`config.mk`:
```
export PLATFORM = sky130hd
export DESIGN_NAME = sram_req_bridge_flat
export DESIGN_NICKNAME = d
export VERILOG_FILES = /design/src/rtl/sram_req_bridge_if.sv /design/src/rtl/sram_req_bridge.sv /design/src/flat_wrapper.sv
export SDC_FILE = /design/constraint.sdc
export NUM_CORES = 1
export LEC_CHECK = 0
export ABC_AREA = 1
export CAP_MARGIN = 20
export CELL_PAD_IN_SITES_DETAIL_PLACEMENT = 0
export CELL_PAD_IN_SITES_GLOBAL_PLACEMENT = 1
export CORE_MARGIN = 5
export CORE_UTILIZATION = 27
export DETAILED_ROUTE_END_ITERATION = 10
export GPL_ROUTABILITY_DRIVEN = 0
export PLACE_DENSITY_LB_ADDON = 0.1
export REMOVE_ABC_BUFFERS = 1
export SETUP_SLACK_MARGIN = 0.02
export SLEW_MARGIN = 20
export SYNTH_ARGS = -nofsm -noshare
export SYNTH_HDL_FRONTEND = slang
export SYNTH_SLANG_ARGS = --single-unit
```
`constraint.sdc`:
```
create_clock -name clk -period 1.7 [get_ports clk]
set_input_delay 0.255 -clock clk [delete_from_list [all_inputs] [get_ports clk]]
set_output_delay 0.255 -clock clk [all_outputs]
set_load 0.01 [all_outputs]
```
`src/rtl/sram_req_bridge_if.sv`:
```
// Core-side request/response channel for the SRAM request bridge.
interface sram_req_bridge_if #(
    parameter int LEN_ADDR = 32,
    parameter int LEN_DATA = 32
);
    logic                  req_valid;
    logic                  req_ready;
    logic [LEN_ADDR-1:0]   req_addr;
    logic [LEN_DATA-1:0]   req_wdata;
    logic [LEN_DATA/8-1:0] req_wstrb;
    logic                  resp_valid;
    logic                  resp_ready;
    logic [LEN_DATA-1:0]   resp_rdata;
    logic                  resp_err;

    // Core side: issues requests and consumes responses.
    modport master (
        output req_valid, req_addr, req_wdata, req_wstrb, resp_ready,
        input  req_ready, resp_valid, resp_rdata, resp_err
    );

    // Bridge side: accepts requests and produces responses.
    modport slave (
        input  req_valid, req_addr, req_wdata, req_wstrb, resp_ready,
        output req_ready, resp_valid, resp_rdata, resp_err
    );
endinterface

```
`src/rtl/sram_req_bridge.sv`:
```
// Bridge from a valid/ready request/response channel onto a single-port
// synchronous SRAM with one cycle of read latency. Decodes the address
// window, tracks the single in-flight access and queues responses so that
// core back-pressure never drops SRAM read data.
module sram_req_bridge #(
    parameter int                  LEN_ADDR   = 32,
    parameter int                  LEN_DATA   = 32,
    parameter int                  DEPTH      = 32,
    parameter logic [LEN_ADDR-1:0] BASE_ADDR  = '0,
    parameter int                  RESP_DEPTH = 2
) (
    input  logic                  clk,
    input  logic                  rst_n,
    sram_req_bridge_if.slave      bus,
    output logic [LEN_ADDR-1:0]   sram_addr,
    output logic [LEN_DATA-1:0]   sram_dina,
    output logic                  sram_ena,
    output logic [LEN_DATA/8-1:0] sram_wea,
    input  logic [LEN_DATA-1:0]   sram_douta
);
    localparam int STRB_W = LEN_DATA / 8;
    localparam int PTR_W  = (RESP_DEPTH > 1) ? $clog2(RESP_DEPTH) : 1;
    localparam int CNT_W  = $clog2(RESP_DEPTH + 1);

    // Window size in bytes, one bit wider than the address so that a window
    // covering the whole address space still compares correctly.
    localparam logic [LEN_ADDR:0]  WINDOW   = (LEN_ADDR + 1)'(DEPTH * STRB_W);
    localparam logic [CNT_W:0]     LIMIT    = (CNT_W + 1)'(RESP_DEPTH);
    localparam logic [CNT_W-1:0]   FULL     = CNT_W'(RESP_DEPTH);
    localparam logic [PTR_W-1:0]   LAST_PTR = PTR_W'(RESP_DEPTH - 1);

    // Address decode and acceptance
    logic [LEN_ADDR-1:0] offset;
    logic                in_range;
    logic                accept;
    logic [CNT_W:0]      outstanding;

    // In-flight access: result appears on sram_douta one cycle after accept
    logic                inflight_q;
    logic                inflight_err_q;

    // Response queue
    logic [LEN_DATA-1:0] fifo_data_q [RESP_DEPTH];
    logic                fifo_err_q  [RESP_DEPTH];
    logic [PTR_W-1:0]    wr_ptr_q;
    logic [PTR_W-1:0]    rd_ptr_q;
    logic [CNT_W-1:0]    count_q;
    logic                fifo_empty;

    // Result of the in-flight access as seen this cycle
    logic [LEN_DATA-1:0] bypass_data;
    logic                bypass_err;

    logic                push;
    logic                pop;
    logic                bypass_taken;

    // Window decode and request acceptance; ready depends only on registered
    // state so nothing from the response side or req_valid reaches it.
    always_comb begin
        offset        = bus.req_addr - BASE_ADDR;
        in_range      = ({1'b0, offset} < WINDOW);
        outstanding   = {1'b0, count_q} + {{CNT_W{1'b0}}, inflight_q};
        bus.req_ready = (outstanding < LIMIT);
        accept        = bus.req_valid & bus.req_ready & rst_n;
    end

    // SRAM port drive: enable and write strobes only for accepted in-window
    // requests; address is the byte offset into the window.
    always_comb begin
        sram_addr = offset;
        sram_dina = bus.req_wdata;
        sram_ena  = accept & in_range;
        sram_wea  = sram_ena ? bus.req_wstrb : '0;
    end

    // Response selection: queued responses are older than the in-flight one,
    // so the queue head wins; otherwise the in-flight result goes straight out.
    always_comb begin
        fifo_empty  = (count_q == '0);
        bypass_err  = inflight_err_q;
        bypass_data = inflight_err_q ? '0 : sram_douta;

        bus.resp_valid = ~fifo_empty | inflight_q;
        bus.resp_rdata = '0;
        bus.resp_err   = 1'b0;
        if (!fifo_empty) begin
            bus.resp_rdata = fifo_data_q[rd_ptr_q];
            bus.resp_err   = fifo_err_q[rd_ptr_q];
        end else if (inflight_q) begin
            bus.resp_rdata = bypass_data;
            bus.resp_err   = bypass_err;
        end

        pop          = ~fifo_empty & bus.resp_ready;
        bypass_taken = fifo_empty & inflight_q & bus.resp_ready;
        push         = inflight_q & ~bypass_taken;
    end

    // In-flight tracker: one accepted access per cycle, carrying its error flag.
    always_ff @(posedge clk or negedge rst_n) begin
        if (!rst_n) begin
            inflight_q     <= 1'b0;
            inflight_err_q <= 1'b0;
        end else begin
            inflight_q     <= accept;
            inflight_err_q <= accept & ~in_range;
        end
    end

    // Queue storage and write pointer: capture an in-flight result that was
    // not handed straight to the core.
    always_ff @(posedge clk or negedge rst_n) begin
        if (!rst_n) begin
            for (int i = 0; i < RESP_DEPTH; i++) begin
                fifo_data_q[i] <= '0;
                fifo_err_q[i]  <= 1'b0;
            end
            wr_ptr_q <= '0;
        end else if (push) begin
            fifo_data_q[wr_ptr_q] <= bypass_data;
            fifo_err_q[wr_ptr_q]  <= bypass_err;
            wr_ptr_q              <= (wr_ptr_q == LAST_PTR) ? '0 : wr_ptr_q + PTR_W'(1);
        end
    end

    // Read pointer: advance when the core takes the queue head.
    always_ff @(posedge clk or negedge rst_n) begin
        if (!rst_n) begin
            rd_ptr_q <= '0;
        end else if (pop) begin
            rd_ptr_q <= (rd_ptr_q == LAST_PTR) ? '0 : rd_ptr_q + PTR_W'(1);
        end
    end

    // Occupancy: simultaneous push and pop leaves it unchanged.
    always_ff @(posedge clk or negedge rst_n) begin
        if (!rst_n) begin
            count_q <= '0;
        end else begin
            case ({push, pop})
                2'b10:   count_q <= count_q + CNT_W'(1);
                2'b01:   count_q <= count_q - CNT_W'(1);
                default: count_q <= count_q;
            endcase
        end
    end

    // The ready rule guarantees the queue never overflows or underflows.
    a_no_push_full: assert property (@(posedge clk) disable iff (!rst_n)
        !(push && (count_q == FULL)));
    a_no_pop_empty: assert property (@(posedge clk) disable iff (!rst_n)
        !(pop && fifo_empty));
    a_outstanding:  assert property (@(posedge clk) disable iff (!rst_n)
        (outstanding <= LIMIT));
endmodule

```
`src/flat_wrapper.sv`:
```
// flat-port wrapper written by rule: the top's interface ports become plain ports
module sram_req_bridge_flat 
#(
    parameter int                  LEN_ADDR   = 32,
    parameter int                  LEN_DATA   = 32,
    parameter int                  DEPTH      = 32,
    parameter logic [LEN_ADDR-1:0] BASE_ADDR  = '0,
    parameter int                  RESP_DEPTH = 2
)
  (clk, rst_n, sram_addr, sram_dina, sram_ena, sram_wea, sram_douta, bus_req_valid, bus_req_addr, bus_req_wdata, bus_req_wstrb, bus_resp_ready, bus_req_ready, bus_resp_valid, bus_resp_rdata, bus_resp_err);
  sram_req_bridge_if #(.LEN_ADDR(LEN_ADDR), .LEN_DATA(LEN_DATA)) bus_i ();
  input  logic clk;
  input  logic rst_n;
  output logic [LEN_ADDR-1:0] sram_addr;
  output logic [LEN_DATA-1:0] sram_dina;
  output logic sram_ena;
  output logic [LEN_DATA/8-1:0] sram_wea;
  input  logic [LEN_DATA-1:0] sram_douta;
  input wire logic [$bits(bus_i.req_valid)-1:0] bus_req_valid;
  input wire logic [$bits(bus_i.req_addr)-1:0] bus_req_addr;
  input wire logic [$bits(bus_i.req_wdata)-1:0] bus_req_wdata;
  input wire logic [$bits(bus_i.req_wstrb)-1:0] bus_req_wstrb;
  input wire logic [$bits(bus_i.resp_ready)-1:0] bus_resp_ready;
  output wire logic [$bits(bus_i.req_ready)-1:0] bus_req_ready;
  output wire logic [$bits(bus_i.resp_valid)-1:0] bus_resp_valid;
  output wire logic [$bits(bus_i.resp_rdata)-1:0] bus_resp_rdata;
  output wire logic [$bits(bus_i.resp_err)-1:0] bus_resp_err;
  assign bus_i.req_valid = bus_req_valid;
  assign bus_i.req_addr = bus_req_addr;
  assign bus_i.req_wdata = bus_req_wdata;
  assign bus_i.req_wstrb = bus_req_wstrb;
  assign bus_i.resp_ready = bus_resp_ready;
  assign bus_req_ready = bus_i.req_ready;
  assign bus_resp_valid = bus_i.resp_valid;
  assign bus_resp_rdata = bus_i.resp_rdata;
  assign bus_resp_err = bus_i.resp_err;
  sram_req_bridge #(.LEN_ADDR(LEN_ADDR), .LEN_DATA(LEN_DATA), .DEPTH(DEPTH), .BASE_ADDR(BASE_ADDR), .RESP_DEPTH(RESP_DEPTH)) u_core (.clk(clk), .rst_n(rst_n), .bus(bus_i), .sram_addr(sram_addr), .sram_dina(sram_dina), .sram_ena(sram_ena), .sram_wea(sram_wea), .sram_douta(sram_douta));
endmodule
```
Yosys cells after proc, flatten, opt, wreduce, memory -nomap -nowiden
Index checks and enable logic that the tools add are counted.
{"block": "classes", "addsub": 5, "order_cmp": 5, "eq_ne": 2, "mux": 21, "bitwise": 14, "n_reduce_logical": 3}
{"op": "$mux W32", "count": 7}
{"op": "$bwmux W64", "count": 1}
{"op": "$demux W32 S1", "count": 1}
{"op": "$lt A32 B8 Y1 const B", "count": 1}
{"op": "$and A1 B1 Y1", "count": 8}
{"op": "$mux W1", "count": 8}
{"op": "$ge A2 B2 Y1 const B", "count": 2}
{"op": "$mux W4", "count": 1}
{"op": "$not A1 Y2", "count": 2}
{"op": "$pmux W2 S2", "count": 1}
{"op": "$add A2 B1 Y3", "count": 1}
{"op": "$lt A3 B2 Y1 const B", "count": 1}
{"op": "$not A1 Y1", "count": 3}
{"op": "$add A1 B1 Y1 const B", "count": 2}
{"op": "$add A2 B1 Y2 const B", "count": 1}
{"op": "$bwmux W2", "count": 1}
{"op": "$eq A2 B1 Y1 const B", "count": 1}
{"op": "$eq A2 B2 Y1 const B", "count": 1}
{"op": "$logic_not A2 Y1", "count": 1}
{"op": "$lt A2 B1 Y1 const B", "count": 1}
{"op": "$reduce_bool A2 Y1", "count": 1}
{"op": "$sub A2 B1 Y2 const B", "count": 1}
{"op": "$demux W1 S1", "count": 1}
{"op": "$logic_and A1 B1 Y1", "count": 1}
{"op": "$or A1 B1 Y1", "count": 1}
{"block": "word_totals", "reg_bits": 72, "inputBits": 104, "out_inout_bits": 104, "elab_cells": 59}

Depth between registers and ports, before layout
{"block": "logic_depth", "word_depth": 7, "ltp_mapped": 8, "depth_no_buf": 7}

Least setup slack after synthesis
No wires, ideal clock.
{"block": "synth_timing", "path_type": "register -> output", "from": "reg u_core.rd_ptr_q", "to": "out bus_resp_rdata[10]", "arrival_ns": 1.176, "t_required_ns": 1.445, "setup_slack_ns": 0.269, "stages_incl_launch_ff": 6, "cell_sequence": "dfrtp_1 > clkbuf_1 > inv_1 > clkbuf_1 > nor2_1 > o22ai_1"}
{"block": "synth_between", "elab_chain_len": 5}
{"item": "start: declaration", "line": "sram_req_bridge.sv:46", "text": "logic [PTR_W-1:0] rd_ptr_q;"}
{"item": "start signal: assignment", "line": "sram_req_bridge.sv:132", "text": "rd_ptr_q <= (rd_ptr_q == LAST_PTR) ? '0 : rd_ptr_q + PTR_W'(1);"}
{"item": "$not A1 Y2 (not written as such)", "line": "sram_req_bridge.sv:88", "text": "bus.resp_rdata = fifo_data_q[rd_ptr_q];"}
{"item": "$mux W32 (not written as such) (3 in a row)", "line": "sram_req_bridge.sv:88"}
{"item": "$mux W32", "line": "sram_req_bridge.sv:87", "text": "if (!fifo_empty) begin"}
{"item": "end: declaration", "line": "flat_wrapper.sv:26", "text": "output wire logic [$bits(bus_i.resp_rdata)-1:0] bus_resp_rdata;"}
Every way passes these cells. The select of a mux whose other input is x is not followed.

Worst setup path after layout
{"block": "layout_timing", "from": "reg u_core.count_q[1]", "to": "out bus_resp_rdata[19]"}
{"block": "layout_between", "elab_chain_len": 2}
{"item": "start: declaration", "line": "sram_req_bridge.sv:47", "text": "logic [CNT_W-1:0] count_q;"}
{"item": "start signal: assignment", "line": "sram_req_bridge.sv:142", "text": "2'b10: count_q <= count_q + CNT_W'(1);"}
{"item": "start signal: assignment", "line": "sram_req_bridge.sv:143", "text": "2'b01: count_q <= count_q - CNT_W'(1);"}
{"item": "start signal: assignment", "line": "sram_req_bridge.sv:144", "text": "default: count_q <= count_q;"}
{"item": "$logic_not A2 Y1", "line": "sram_req_bridge.sv:80", "text": "fifo_empty = (count_q == '0);"}
{"item": "$mux W32", "line": "sram_req_bridge.sv:87"}
Every way passes these cells.

==> results.md <==
* Gate Count Post-Synth at 489
* Die W at 130 um
* Final antenna-violating net count at 0
* Startpoint types: flip-flop
* Die area at 17000 um^2
* Nets@finish at 718
* Via density at 4.64
* Post-synthesis simple-gate area fraction at 0.169
* Rows at 44
* CP Launch Point: u_core.count_q[1]$_DFFE_PN0P_
* Critical path endpoint: bus_resp_rdata[19]
* Final critical-path required period at 1870 ps
* Max_cap viols at 0
* H-tree lvl count at 3
* RSZ-0062 raised after global routing: true
* # port buffers at 129
* Crit path depth at 5
* Final Instance Count excl. Fillers at 802
* Seq/Total Area, Yosys at 0.460
* CP Buf/Inv Count at 2
* Cells after DPL at 778
* Post-Route Skew at 7.20 ps
* Slew Limit Fails at 0
* Xor/xnor share of the synthesized area at 0.00671
* WL final at 14100 um
* CP required at 1440 ps
* Maximum VDD drop at 0.671 mV
* Multi-input gate area at 1750 um^2
* Mux share of post-synthesis cell area at 0
* Worst rel slew slack at 0.602
* R2R cell count at 7
* Synthesis-to-layout area growth at 56.0%
* Crit Path Category: flip-flop to primary output
* Clock Sinks at 72
* Synthesis Warnings at 0
* Max clock buf depth at 2
* Worst-Margin Slew at 597 ps
* Leakage power at 2.91 nW
* Worst-path fanout max at 20
* Cell variety after synth at 25
* Root buffer cell: clkbuf_16
* Worst-path clk slew at 60 ps
* Iter 0 DRT Violations at 248
* Status: complete, but fails checks
* Antenna violations before repair at 0
* CP arrival at 1610 ps
* Delay-heaviest family, CP: flip-flops
* Number of buffers created by CTS at 9
* Hold Buf Count CTS at 0
* Reg2reg start: u_core.count_q[1]$_DFFE_PN0P_
* Maximum clock rate at 0.535 GHz
* Hold Crit Class: input pin to async pin
* Adder-cell share of the synthesized area at 0.00320
* Clock tree from TritonCTS: yes
* Congestion Overflow GR at 0
* Worst hold slack at 4.33 ps
* Vias in the first global route at 3892
* Hpwl dp at 9810 um
* Setup WS post-layout at -170 ps
* Synthesized cell area at 3920 um^2
* Synth Area in Compound Gates at 0.187
* Die H at 130 um
* CP Cell Sequence: nor2_4 > nand2_4 > buf_12 > o22ai_2 > buf_2
* Crit share post-route at 1.10
* Hold Fails Final Rpt at 0
* Fill count at 1475
* Pre-CTS setup slack at -606 ps
* Storage cell area at 1800 um^2
* Pwr per Cell Area at 1720 nW/um^2
* Core Region at 14400 um^2
* Clk Latency, worst-skew pair at 340 ps
* Crit-path slowest cell: dfrtp_1
* Via count at 3720
* Largest family of logic cells by synthesized area: compound AO/OA/AOI/OAI gates
* Routed WL per cell at 17.5 um
* IO Pins at 208
* Violated checks: negative setup slack
* Diode count at 0
* All-Layer GR Usage at 0.164
* Crit end category: primary output
* Delay of the slowest critical-path stage at 410 ps
* #FFs+latches synth at 72
* R2R Path End: u_core.count_q[1]$_DFFE_PN0P_
* Largest net degree at the start of global routing at 45
* R2R Setup Slk at 160 ps
* DRC Markers at 0
* Share of layout cells above drive strength 1 at 0.319
* # setup viols final at 39
* Starting Density at 0.272
* First-pass GRT wire length at 21300 um
* Post-Syn Area per Cell at 8.01 um^2
* Drt pass-1 iters at 4
## cell type report
cell class,count,area share
clock buffer,11,0.0414
clock inverter,5,0.00901
inverter,13,0.00840
multi-input combinational,310,0.286
sequential,72,0.295
tap,184,0.0377
timing repair buffer,207,0.322
## metal layers
layer | share of wire | GRT usage
met1 | 0.43 | 0.202
met2 | 0.44 | 0.248
met3 | 0.12 | 0.0854
met4 | 0.013 | 0.0484
met5 | 0.0052 | 0.0471
## state kept, by name, summed over array words and instances (netlist names)
name                cells
u_core.rd_ptr_q         1
u_core.bypass_err       1
u_core.fifo_data_q     64
u_core.wr_ptr_q         1
u_core.inflight_q       1
u_core.count_q          2
u_core.fifo_err_q       2
## cell usage after synthesis
cell type / number / area share
a21oi_1: 1 / 0.0013
a31oi_1: 1 / 0.0016
buf_2: 5 / 0.0064
buf_4: 64 / 0.12
buf_6: 4 / 0.012
clkbuf_1: 20 / 0.019
clkbuf_2: 1 / 0.0013
clkinv_1: 1 / 0.00096
dfrtp_1: 72 / 0.46
ha_1: 1 / 0.0032
inv_1: 12 / 0.012
nand2_1: 109 / 0.10
nand2_2: 2 / 0.0032
nand3_1: 2 / 0.0026
nand4_1: 1 / 0.0016
nor2_1: 54 / 0.052
nor2_2: 1 / 0.0016
o21ai_0: 72 / 0.092
o21ai_1: 24 / 0.031
o21ai_2: 4 / 0.0089
o22ai_1: 33 / 0.053
or2_2: 1 / 0.0016
or2_4: 1 / 0.0022
xnor2_1: 1 / 0.0022
xor2_1: 2 / 0.0045
## stage by stage
step                utilization  TNS, ps  power (mW)  instance area [um^2]
finish                    0.425    -4570        10.5                  6110
global route              0.425    -7270        11.3                  6110
CTS                       0.402    -5120        9.85                  5780
detailed placement        0.382   -11860        8.20                  5480
global placement          0.382   -11420        8.15                  5480
floorplan                     -   -12660        5.12                  3280
## worst min-delay path by stage
stage	start	endpoint	slack (ps)	cells after the start
after floorplan	rst_n	u_core.bypass_err$_DFF_PN0_	-40	0
after CTS	rst_n	u_core.fifo_data_q[9]$_DFFE_PN0P_	10	2
after global routing	rst_n	u_core.fifo_data_q[5]$_DFFE_PN0P_	30	2
final	rst_n	u_core.fifo_data_q[26]$_DFFE_PN0P_	4	2
after global placement	rst_n	u_core.fifo_data_q[55]$_DFFE_PN0P_	370	2
after detailed placement	rst_n	u_core.fifo_data_q[5]$_DFFE_PN0P_	370	2
## cells in the final DEF (no fill, tap or decap), drive strengths merged
master,n
clkdlybuf4s50,77
inv,12
dfrtp,72
dlymetal6s2s,7
ha,1
bufinv,1
or2,2
buf,117
clkinvlp,2
a31oi,1
clkinv,3
nand3,2
dlygate4sd2,5
clkbuf,12
nor2,55
xor2,2
o21ai,100
nand4,1
o22ai,33
a21oi,1
xnor2,1
nand2,111
## where the power goes
part           internal, mW  leakage [nW]  switching [mW]
Combinational          2.76          1.85            2.88
Clock                  1.21         0.148           0.732
Sequential             2.49         0.911           0.455
## cells by family after synthesis
logic type,Yosys count
buffers and inverters,107
adder cells (fa/ha/maj),1
AO/OA/AOI/OAI,135
AND/OR/NAND/NOR,171
flip-flops,72
XOR/XNOR,3
## what timing repair did
| action | in CTS | in global routing |
|---|---|---|
| cloned | 0 | 1 |
| gates resized for setup | 201 | 71 |
| pin swaps | 10 | 24 |
| setup buffers | 5 | 2 |
| endpoints found under the setup margin | 41 | 40 |
## worst reg2reg max path: stages (launching register included)
cell and delay, ps:
dfrtp_1 410, nor2_4 210, nand2_2 80, nand2_2 80
ha_1 240, a21oi_1 100, o21ai_0 120, xor2_1 160
Power figures use the tool's default switching activity.
